**config.mk**
```make
export PLATFORM = sky130hd
export DESIGN_NAME = instruction_fetch
export DESIGN_NICKNAME = d
export VERILOG_FILES = /design/src/rtl/instruction_fetch.sv
export SDC_FILE = /design/constraint.sdc
export NUM_CORES = 1
export LEC_CHECK = 0
export CAP_MARGIN = 20
export CORE_MARGIN = 2
export CORE_UTILIZATION = 44
export CTS_BUF_LIST = sky130_fd_sc_hd__clkbuf_4 sky130_fd_sc_hd__clkbuf_8
export DETAILED_ROUTE_END_ITERATION = 8
export PLACE_DENSITY = 0.84
export SLEW_MARGIN = 20
export SYNTH_ARGS = -nofsm -noshare
export SYNTH_HDL_FRONTEND = slang
export SYNTH_SLANG_ARGS = --single-unit
```
**constraint.sdc**
```tcl
create_clock -name clk -period 4.6 [get_ports clk]
set_clock_uncertainty 0.15 [all_clocks]
set_input_delay 0.92 -clock clk [delete_from_list [all_inputs] [get_ports clk]]
set_output_delay 0.92 -clock clk [all_outputs]
set_load 0.01 [all_outputs]
```
**src/rtl/instruction_fetch.sv**
```systemverilog
// Instruction fetch front end: drives the fetch PC to a 1-cycle synchronous instruction
// memory, tracks the single outstanding read and buffers {pc, instr} in a 2-entry queue.
module instruction_fetch #(
  parameter logic [31:0] RESET_PC  = 32'h0000_0000,
  parameter int          BUF_DEPTH = 2
) (
  input  logic        clk,
  input  logic        reset,
  output logic [31:0] i_addr,
  input  logic [31:0] instruction,
  input  logic        redirect_valid,
  input  logic [31:0] redirect_pc,
  output logic        out_valid,
  input  logic        out_ready,
  output logic [31:0] out_pc,
  output logic [31:0] out_instr
);

  typedef struct packed {
    logic [31:0] pc;
    logic [31:0] instr;
  } fetch_ent_t;

  logic [31:0] r_fetch_pc;
  logic [31:0] r_inflight_pc;
  logic        r_inflight;
  fetch_ent_t  r_q [BUF_DEPTH];
  logic        r_head;
  logic [1:0]  r_count;

  logic        w_resp_live;
  logic        w_deq;
  logic        w_q_deq;
  logic        w_enq;
  logic        w_issue;
  logic        w_tail;
  logic [2:0]  w_occ;
  fetch_ent_t  w_head_ent;
  logic [1:0]  w_unused_pc_lo;

  assign w_unused_pc_lo = redirect_pc[1:0];
  assign i_addr         = r_fetch_pc;
  assign w_resp_live    = r_inflight && !redirect_valid;
  assign w_head_ent     = r_q[r_head];
  // The tail only advances past the head when one entry is held; at count 2 nothing enqueues.
  assign w_tail         = r_head ^ r_count[0];

  always_comb begin
    out_valid = 1'b0;
    out_pc    = '0;
    out_instr = '0;
    if (!redirect_valid) begin
      if (r_count != 2'd0) begin
        out_valid = 1'b1;
        out_pc    = w_head_ent.pc;
        out_instr = w_head_ent.instr;
      end else if (r_inflight) begin
        out_valid = 1'b1;
        out_pc    = r_inflight_pc;
        out_instr = instruction;
      end
    end
  end

  assign w_deq   = out_valid && out_ready;
  assign w_q_deq = w_deq && (r_count != 2'd0);
  assign w_enq   = w_resp_live && !((r_count == 2'd0) && w_deq);
  // Slots that will be occupied next cycle before this cycle's issue is counted.
  assign w_occ   = {1'b0, r_count} + {2'b00, r_inflight} - {2'b00, w_deq};
  assign w_issue = !redirect_valid && (w_occ < 3'd2);

  always_ff @(posedge clk or posedge reset) begin
    if (reset) begin
      r_fetch_pc    <= RESET_PC;
      r_inflight    <= 1'b0;
      r_inflight_pc <= '0;
      r_head        <= 1'b0;
      r_count       <= 2'd0;
    end else if (redirect_valid) begin
      r_fetch_pc <= {redirect_pc[31:2], 2'b00};
      r_inflight <= 1'b0;
      r_head     <= 1'b0;
      r_count    <= 2'd0;
    end else begin
      r_inflight <= w_issue;
      if (w_issue) begin
        r_inflight_pc <= r_fetch_pc;
        r_fetch_pc    <= r_fetch_pc + 32'd4;
      end
      if (w_q_deq) r_head <= ~r_head;
      r_count <= r_count + {1'b0, w_enq} - {1'b0, w_q_deq};
    end
  end

  // Payload storage carries no reset; validity is tracked entirely by r_count.
  always_ff @(posedge clk) begin
    if (w_enq) r_q[w_tail] <= '{pc: r_inflight_pc, instr: instruction};
  end

  a_no_overflow: assert property (@(posedge clk) disable iff (reset)
    (({1'b0, r_count} + {2'b00, r_inflight}) <= 3'd2));

endmodule

```
-- Yosys cells after proc, flatten, opt, wreduce, memory -nomap -nowiden
Memories as Yosys holds them, arrays and structs flattened.
Index checks and enable logic that the tools add are counted.
- $add $sub $neg: 5
- $mul: 0
- div/mod/pow operators: 0
- $lt $le $gt $ge: 1
- equality and inequality tests: 0
- shift-type cells: 0
- muxes and demuxes: 17
- bitwise operators: 3
- reductions and logical operators: 13
- operators by type and width (kind ; count):
    2-to-1 mux 32 bit ; 8
    adder 32 x 3 -> 32 bit (second input constant) ; 1
    2-to-1 mux 1 bit ; 8
    logical AND 1 bit ; 6
    nonzero test 2 bit ; 3
    adder 2 x 1 -> 3 bit ; 1
    less-than comparator 3 x 2 -> 1 bit (second input constant) ; 1
    subtractor 3 x 1 -> 3 bit ; 1
    adder 2 x 1 -> 2 bit ; 1
    logical NOT 1 bit ; 2
    logical NOT 2 bit ; 1
    2-to-1 mux 2 bit ; 1
    inverter 1 bit ; 2
    AND reduction 2 bit ; 1
    subtractor 2 x 1 -> 2 bit ; 1
    XOR 1 bit ; 1
- register bits: 68
- bits in latches: 0
- RAM bits: 128
- bits in read-only memories: 0
- output and inout bits: 97
- logic and storage cells: 45
- memories: 1
- memory list (memory ; words ; width ; rd ports ; clocked after memory_dff ; write ports ; RTL line ; source):
    r_q ; 2 ; 64 ; 1 ; 0 ; 1 ; 27 ; fetch_ent_t r_q [BUF_DEPTH];

-- Longest topological paths before layout
Gate-level depths: netlist of run 1.
- depth after elaboration: 10
- gate-level depth with buffers: 13

-- Least setup slack after synthesis of run 1
OpenSTA, ideal clock, no wires.
- kind: input -> register
- from: in redirect_valid
- to: mem r_q[1][0] (netlist name) (enable)
- setup time: 0.490 ns
- arrival: 4.209 ns
- required time: 3.960 ns
- setup slack: -0.249 ns
- stages on the path: 4
- path buffers: 1
- cell sequence: clkbuf_1 nand2b_1 a21o_1 nor2b_1
- word-level cells in the longest chain between the ends: 7
- elaborated cells on any way between the ends: 9
- classes of those cells: mux: 3; reduce/logical: 6
- RTL lines (element ; RTL line ; source):
    from (decl) ; 11 ; input logic redirect_valid,
    2-to-1 mux 1 bit ; 52 ; if (!redirect_valid) begin
    logical AND 1 bit ; 65 ; assign w_deq = out_valid && out_ready;
    logical AND 1 bit ; 67 ; assign w_enq = w_resp_live && !((r_count == 2'd0) && w_deq);
    logical NOT 1 bit ; 67 ;
    logical AND 1 bit (*) ; 67 ;
    2-to-1 mux 1 bit (*) ; 97 ; if (w_enq) r_q[w_tail] <= '{pc: r_inflight_pc, instr: instruction};
    2-to-1 mux 1 bit (not written as such) (*) ; 97 ;
    to (decl) ; 27 ;
Every way passes the cells marked *; elsewhere a longest branch is shown, timed or not.

-- Final worst setup path of run 1
- from: in out_ready
- to: reg r_fetch_pc[18] (netlist: i_addr[18])
- word-level cells in the longest chain between the ends: 5
- RTL lines (element ; RTL line ; source):
    from (decl) ; 14 ; input logic out_ready,
    logical AND 1 bit ; 65 ;
    subtractor 3 x 1 -> 3 bit ; 69 ; assign w_occ = {1'b0, r_count} + {2'b00, r_inflight} - {2'b00, w_deq};
    less-than comparator 3 x 2 -> 1 bit ; 70 ; assign w_issue = !redirect_valid && (w_occ < 3'd2);
    logical AND 1 bit ; 70 ;
    nonzero test 2 bit (no line) ; -- ;
    to (signal assigned) ; 80 ; r_fetch_pc <= {redirect_pc[31:2], 2'b00};
    to (signal assigned) ; 88 ; r_fetch_pc <= r_fetch_pc + 32'd4;
    to (decl) ; 24 ; logic [31:0] r_fetch_pc;
No other way between the ends.
A chain may end at the register's enable or synchronous reset.

==> run metrics, run 1 <==
run status=complete, no violations; xor and xnor area share after synthesis=0.0188; Starting DRT DRC Count=441; worst skew pair latency=0.46 ns; WL final=19600 um; Yosys top cell by area=edfxtp_1; initial antenna violation count=0; synthesis-stage register bit count=188; clk root buf=clkbuf_8; setup TNS=0 ns; die area=20200 sq um; share of layout cells above drive strength 1=0.107; DR pass1 iterations=5; CP Cell Sequence=clkdlybuf4s50_1 > inv_1 > nor3_1 > ha_1 > nand2b_1 > fa_1 > nand4_1 > or3_4 > or4_1 > a31oi_1; Post-Syn Area=about 8400 sq um; CP max stage delay=0.64 ns; Remaining DRCs=0; most frequent cells in the layout=clkdlybuf4s50_1 (157), edfxtp_1 (124), nand2_1 (81); clock transition at the registers of the reported paths=0.09 ns; Synth Area in Compound Gates=0.0753; RSZ-0062 raised after global routing=false; worst min-delay path category=reg2reg; top-area cell type share of the netlist area=0.444; Starting Density=0.448; Final min period=3.99 ns; syn avg cell area=12.5 sq um; clock buffer count from CTS=17; Core Box Area=between 15000 and 20000 sq um; simple-gate share of the synthesized area=0.120; hold_buf cts=0; Slowest-stage cell, CP=fa_1; Final Hold Fails=0; placed insts=around 1000; most common cell after layout, fill and taps aside=clkdlybuf4s50_1; PostCTS Resize Cnt=0; average wire per standard cell=18.3 um; max-slew violation count=0; Peak VDD IR=approximately 0.00022 V; clock buffer depth=2; Max Clk Rate=251 MHz; Crit path arrival time=4.22 ns; sequential share of the synthesized area=0.636; first-pass GRT wire length=30400 um; CTS tree=built; Tot GR Track Use=0.197; gr ovfl total=0; I/O pins=around 170; mux share of post-synthesis cell area=0.116; Routed Antenna Nets=0; P_leak=3.61 nW; Pwr Density=505 nW/um^2; max_cap viols=0; RD Place Congestion=0.819; adder-cell share of the synthesized area=0.00836; # nets final=894; Layout area overhead=27.3%; final hold slack=0.350 ns; routed vias/inst=about 5.5; CP Launch Type=input pin; Crit. End Element=register; largest fanout on the critical path=13; non-filler cells, final=about 1100; floorplan row count=50; total power draw=0.00538 W; Die Y=142 um; count of final setup violators=0; Yosys cell types=43; Post-CTS Setup Bufs=0; vias in the first global route=approximately 5600; main combinational cell family by area after synthesis=simple AND/OR/NAND/NOR gates; via count=5890; CTS sink count=about 190; Slew @ Worst Pin=0.850 ns; HPWL after DPL=13100 um; flop2flop setup slack=0.81 ns; synth top area cells=edfxtp_1 (44%), dfrtp_1 (19%), mux2i_1 (7.5%); htree depth=4; die width=142 um; final core occ=0.570; Max-slew headroom=0.433; diode count=0; fin crit share=0.867; Buffers on Ports=158; Req. time, crit path=4.83 ns; largest net degree at the start of global routing=47; synth warn=0; worst setup path class=in2reg; Cells after Synth=~670
[final timing paths]
kind | start | to | depth (start not counted)
min in group asynchronous | reset | r_inflight_pc[6]$_DFFE_PP0P_ | 2
worst max-delay path | out_ready | i_addr[18]$_DFFE_PP0P_ | 10
max in group asynchronous | reset | r_inflight_pc[20]$_DFFE_PP0P_ | 3
worst min register to register | r_inflight_pc[12]$_DFFE_PP0P_ | r_q[1][44]$_DFFE_PP_ | 0
worst max register to register | r_count[1]$_DFF_PP0_ | i_addr[18]$_DFFE_PP0P_ | 9
worst min-delay path | r_inflight_pc[12]$_DFFE_PP0P_ | r_q[1][44]$_DFFE_PP_ | 0
[layout make-up]
type,count,area (sq um)
multi-input cells,436,2880
clock buffers,17,234
clock inverters,15,161
flip-flops and latches,188,5330
well taps,234,293
repair buffers,171,1740
fillers,1549,8040
inverters,7,26.3
[worst max-delay path: cells and delay by family]
kind,cells,cell delay [ns]
fa+ha+maj,2,0.91
buf+inv,2,0.59
simple gates,5,1.60
compound gates,1,0.19
[Yosys cell counts (all sizes together)]
library cell / n
mux2i: 63
clkbuf: 29
nor3: 6
nand4: 12
conb: 1
and3: 4
buf: 12
edfxtp: 124
inv: 7
nand2: 81
o211ai: 2
fa: 1
or4: 16
xor2: 11
dfrtp: 64
o31ai: 9
a21o: 1
a21oi: 1
o21ai: 73
a311o: 1
nor4: 4
and4: 5
mux2: 30
a31oi: 22
nor2b: 5
nor2: 42
or3: 8
and2: 1
xnor2: 4
nand2b: 2
nand3: 21
ha: 4
a22oi: 3
[layer usage]
layer  up-vias  GRT usage  wire length, um
met3        27     0.0360             1210
met4         0     0.0705              401
met2       219      0.327             9480
li1       2788          -                -
met5         -          0                0
met1      2856      0.263             8500
[registers in the layout, indices dropped and copies added, names as in the netlist]
register / cells
r_q: 124
i_addr: 30
r_inflight_pc: 30
r_count: 2
r_head: 1
r_inflight: 1
[per-stage QoR]
stage          setup slack, ns  instance area, sq um
2_1_floorplan            0.196                  8400
3_3_place_gp             0.275                 10300
3_5_place_dp             0.215                 10300
4_1_cts                  0.633                 10700
5_1_grt                  0.448                 10700
6_report                 0.610                 10700
[kinds of logic after synthesis]
logic type	Yosys count
AND/OR/NAND/NOR	207
flip-flops	188
AO/OA/AOI/OAI	112
multiplexers	93
buffers and inverters	48
XOR/XNOR	15
adder cells (fa/ha/maj)	5
other	1
[power by group]
part	total (W)	internal [W]	leakage, nW	switching [W]
combinational	0.00176	0.000921	1.55	0.000841
clock	0.00109	0.000492	0.191	0.000597
sequential	0.00253	0.00220	1.87	0.000327
total	0.00538	0.00362	3.61	0.00176
Power figures use the tool's default switching activity.
==> run 2, diff against run 1 <==
Settings changed: CAP_MARGIN 20 to 40.
==> run metrics, run 2 (synthesis gave the netlist of run 1 again) <==
clock transition at the registers of the reported paths=0.09 ns; Tot GR Track Use=0.197; Final Hold Fails=0; die width=142 um; Starting Density=0.448; flop2flop setup slack=0.80 ns; largest net degree at the start of global routing=47; Final min period=~4 ns; Core Box Area=18700 sq um; # nets final=~900; Biggest register=r_q; Crit. End Element=register; CTS tree=built; routed vias/inst=5.54; max-slew violation count=0; average wire per standard cell=18.3 um; Req. time, crit path=roughly 4.8 ns; Area after DPL=10300 sq um; hold depth=0; first-pass GRT wire length=30400 um; CP max stage delay=0.64 ns; CP Launch Type=input pin; PostCTS Resize Cnt=0; CTS sink count=approximately 190; clock buffer depth=2; P_leak=~3.6 nW; Pwr Density=504 nW/um^2; gr ovfl total=0; Slew @ Worst Pin=0.728 ns; die area=20200 sq um; worst skew pair latency=0.46 ns; I/O pins=165; Max-slew headroom=0.513; setup TNS=0 ns; share of layout cells above drive strength 1=0.108; non-filler cells, final=1069; Post-CTS Setup Bufs=0; clk root buf=clkbuf_8; count of final setup violators=0; max reg flops=124; Starting DRT DRC Count=between 300 and 400; DR pass1 iterations=4; vias in the first global route=5610; CP Cell Sequence=clkdlybuf4s50_1 > inv_1 > nor3_1 > ha_1 > nand2b_1 > fa_1 > nand4_1 > or3_4 > or4_1 > a31oi_1; max_cap viols=0; Slowest-stage cell, CP=fa_1; most frequent cells in the layout=clkdlybuf4s50_1 (157), edfxtp_1 (124), nand2_1 (81); hold_buf cts=0; min-delay src=r_inflight_pc[12]$_DFFE_PP0P_; fin crit share=0.871; initial antenna violation count=0; diode count=0; Layout area overhead=27.5%; worst setup path class=in2reg; Design Area, Final=10700 sq um; hold worst-path end=r_q[0][44]$_DFFE_PP_; HPWL after DPL=13100 um; Die Y=between 100 and 150 um; largest fanout on the critical path=13; Max Clk Rate=250 MHz; clock buffer count from CTS=17; via count=5920; placed insts=between 1000 and 1500; Peak VDD IR=approximately 0.00022 V; worst min-delay path category=reg2reg; Reg2Reg Capture Point=i_addr[18]$_DFFE_PP0P_; Reg2Reg Depth=9; htree depth=4; Buffers on Ports=about 160; RSZ-0062 raised after global routing=false; total power draw=0.00539 W; most common cell after layout, fill and taps aside=clkdlybuf4s50_1; WL final=19600 um; floorplan row count=50; Crit path arrival time=4.24 ns; RD Place Congestion=0.819; run status=complete, no violations; Routed Antenna Nets=0; RR Startpoint=r_count[1]$_DFF_PP0_; Remaining DRCs=0
run 2: critical path: cells and delay by family:
kind                       cells  cell delay [ns]
and+or+nand+nor                5             1.62
adders and majority gates      2             0.91
buffers and inverters          2             0.59
AOI/OAI and AO/OA              1             0.19
run 2: layout make-up:
class                   instances  area, sq um
repair buffers                172         1760
inverters                       7         26.3
flip-flops and latches        188         5330
well taps                     234          293
clock buffers                  17          234
multi-input cells             436         2880
fillers                      1547         8020
clock inverters                15          161
run 2: power by group:
part / total, W / switching, W / internal (W) / leakage, nW
Clock: 0.00109 / 0.000596 / 0.000492 / 0.191
Combinational: 0.00180 / 0.000869 / 0.000927 / 1.56
Sequential: 0.00250 / 0.000298 / 0.00220 / 1.87
run 2: through the flow:
stage          hold WS [ns]  utilization  worst slack [ns]
2_1_floorplan         0.310            -             0.196
3_3_place_gp          0.321        0.549             0.275
3_5_place_dp          0.324        0.549             0.215
4_1_cts               0.346        0.570             0.633
5_1_grt               0.374        0.571             0.448
6_report              0.351        0.571             0.594
run 2: how the worst max path moves through the flow:
| stage | slack [ns] | from | cells past startpoint | end |
|---|---|---|---|---|
| floorplan | 0.20 | redirect_valid | 13 | i_addr[20]$_DFFE_PP0P_ |
| CTS | 0.63 | out_ready | 10 | i_addr[18]$_DFFE_PP0P_ |
| global route | 0.45 | out_ready | 10 | i_addr[18]$_DFFE_PP0P_ |
| detailed placement | 0.21 | out_ready | 10 | i_addr[18]$_DFFE_PP0P_ |
| finish | 0.59 | out_ready | 10 | i_addr[18]$_DFFE_PP0P_ |
| global placement | 0.27 | out_ready | 10 | i_addr[18]$_DFFE_PP0P_ |
run 2: metal layers:
| layer | track usage | up-vias | share of wire |
|---|---|---|---|
| met5 | 0 | - | 0 |
| met4 | 0.0705 | 0 | 0.020 |
| met3 | 0.0360 | 25 | 0.063 |
| met2 | 0.327 | 242 | 0.49 |
| met1 | 0.263 | 2865 | 0.43 |
| li1 | - | 2788 | - |
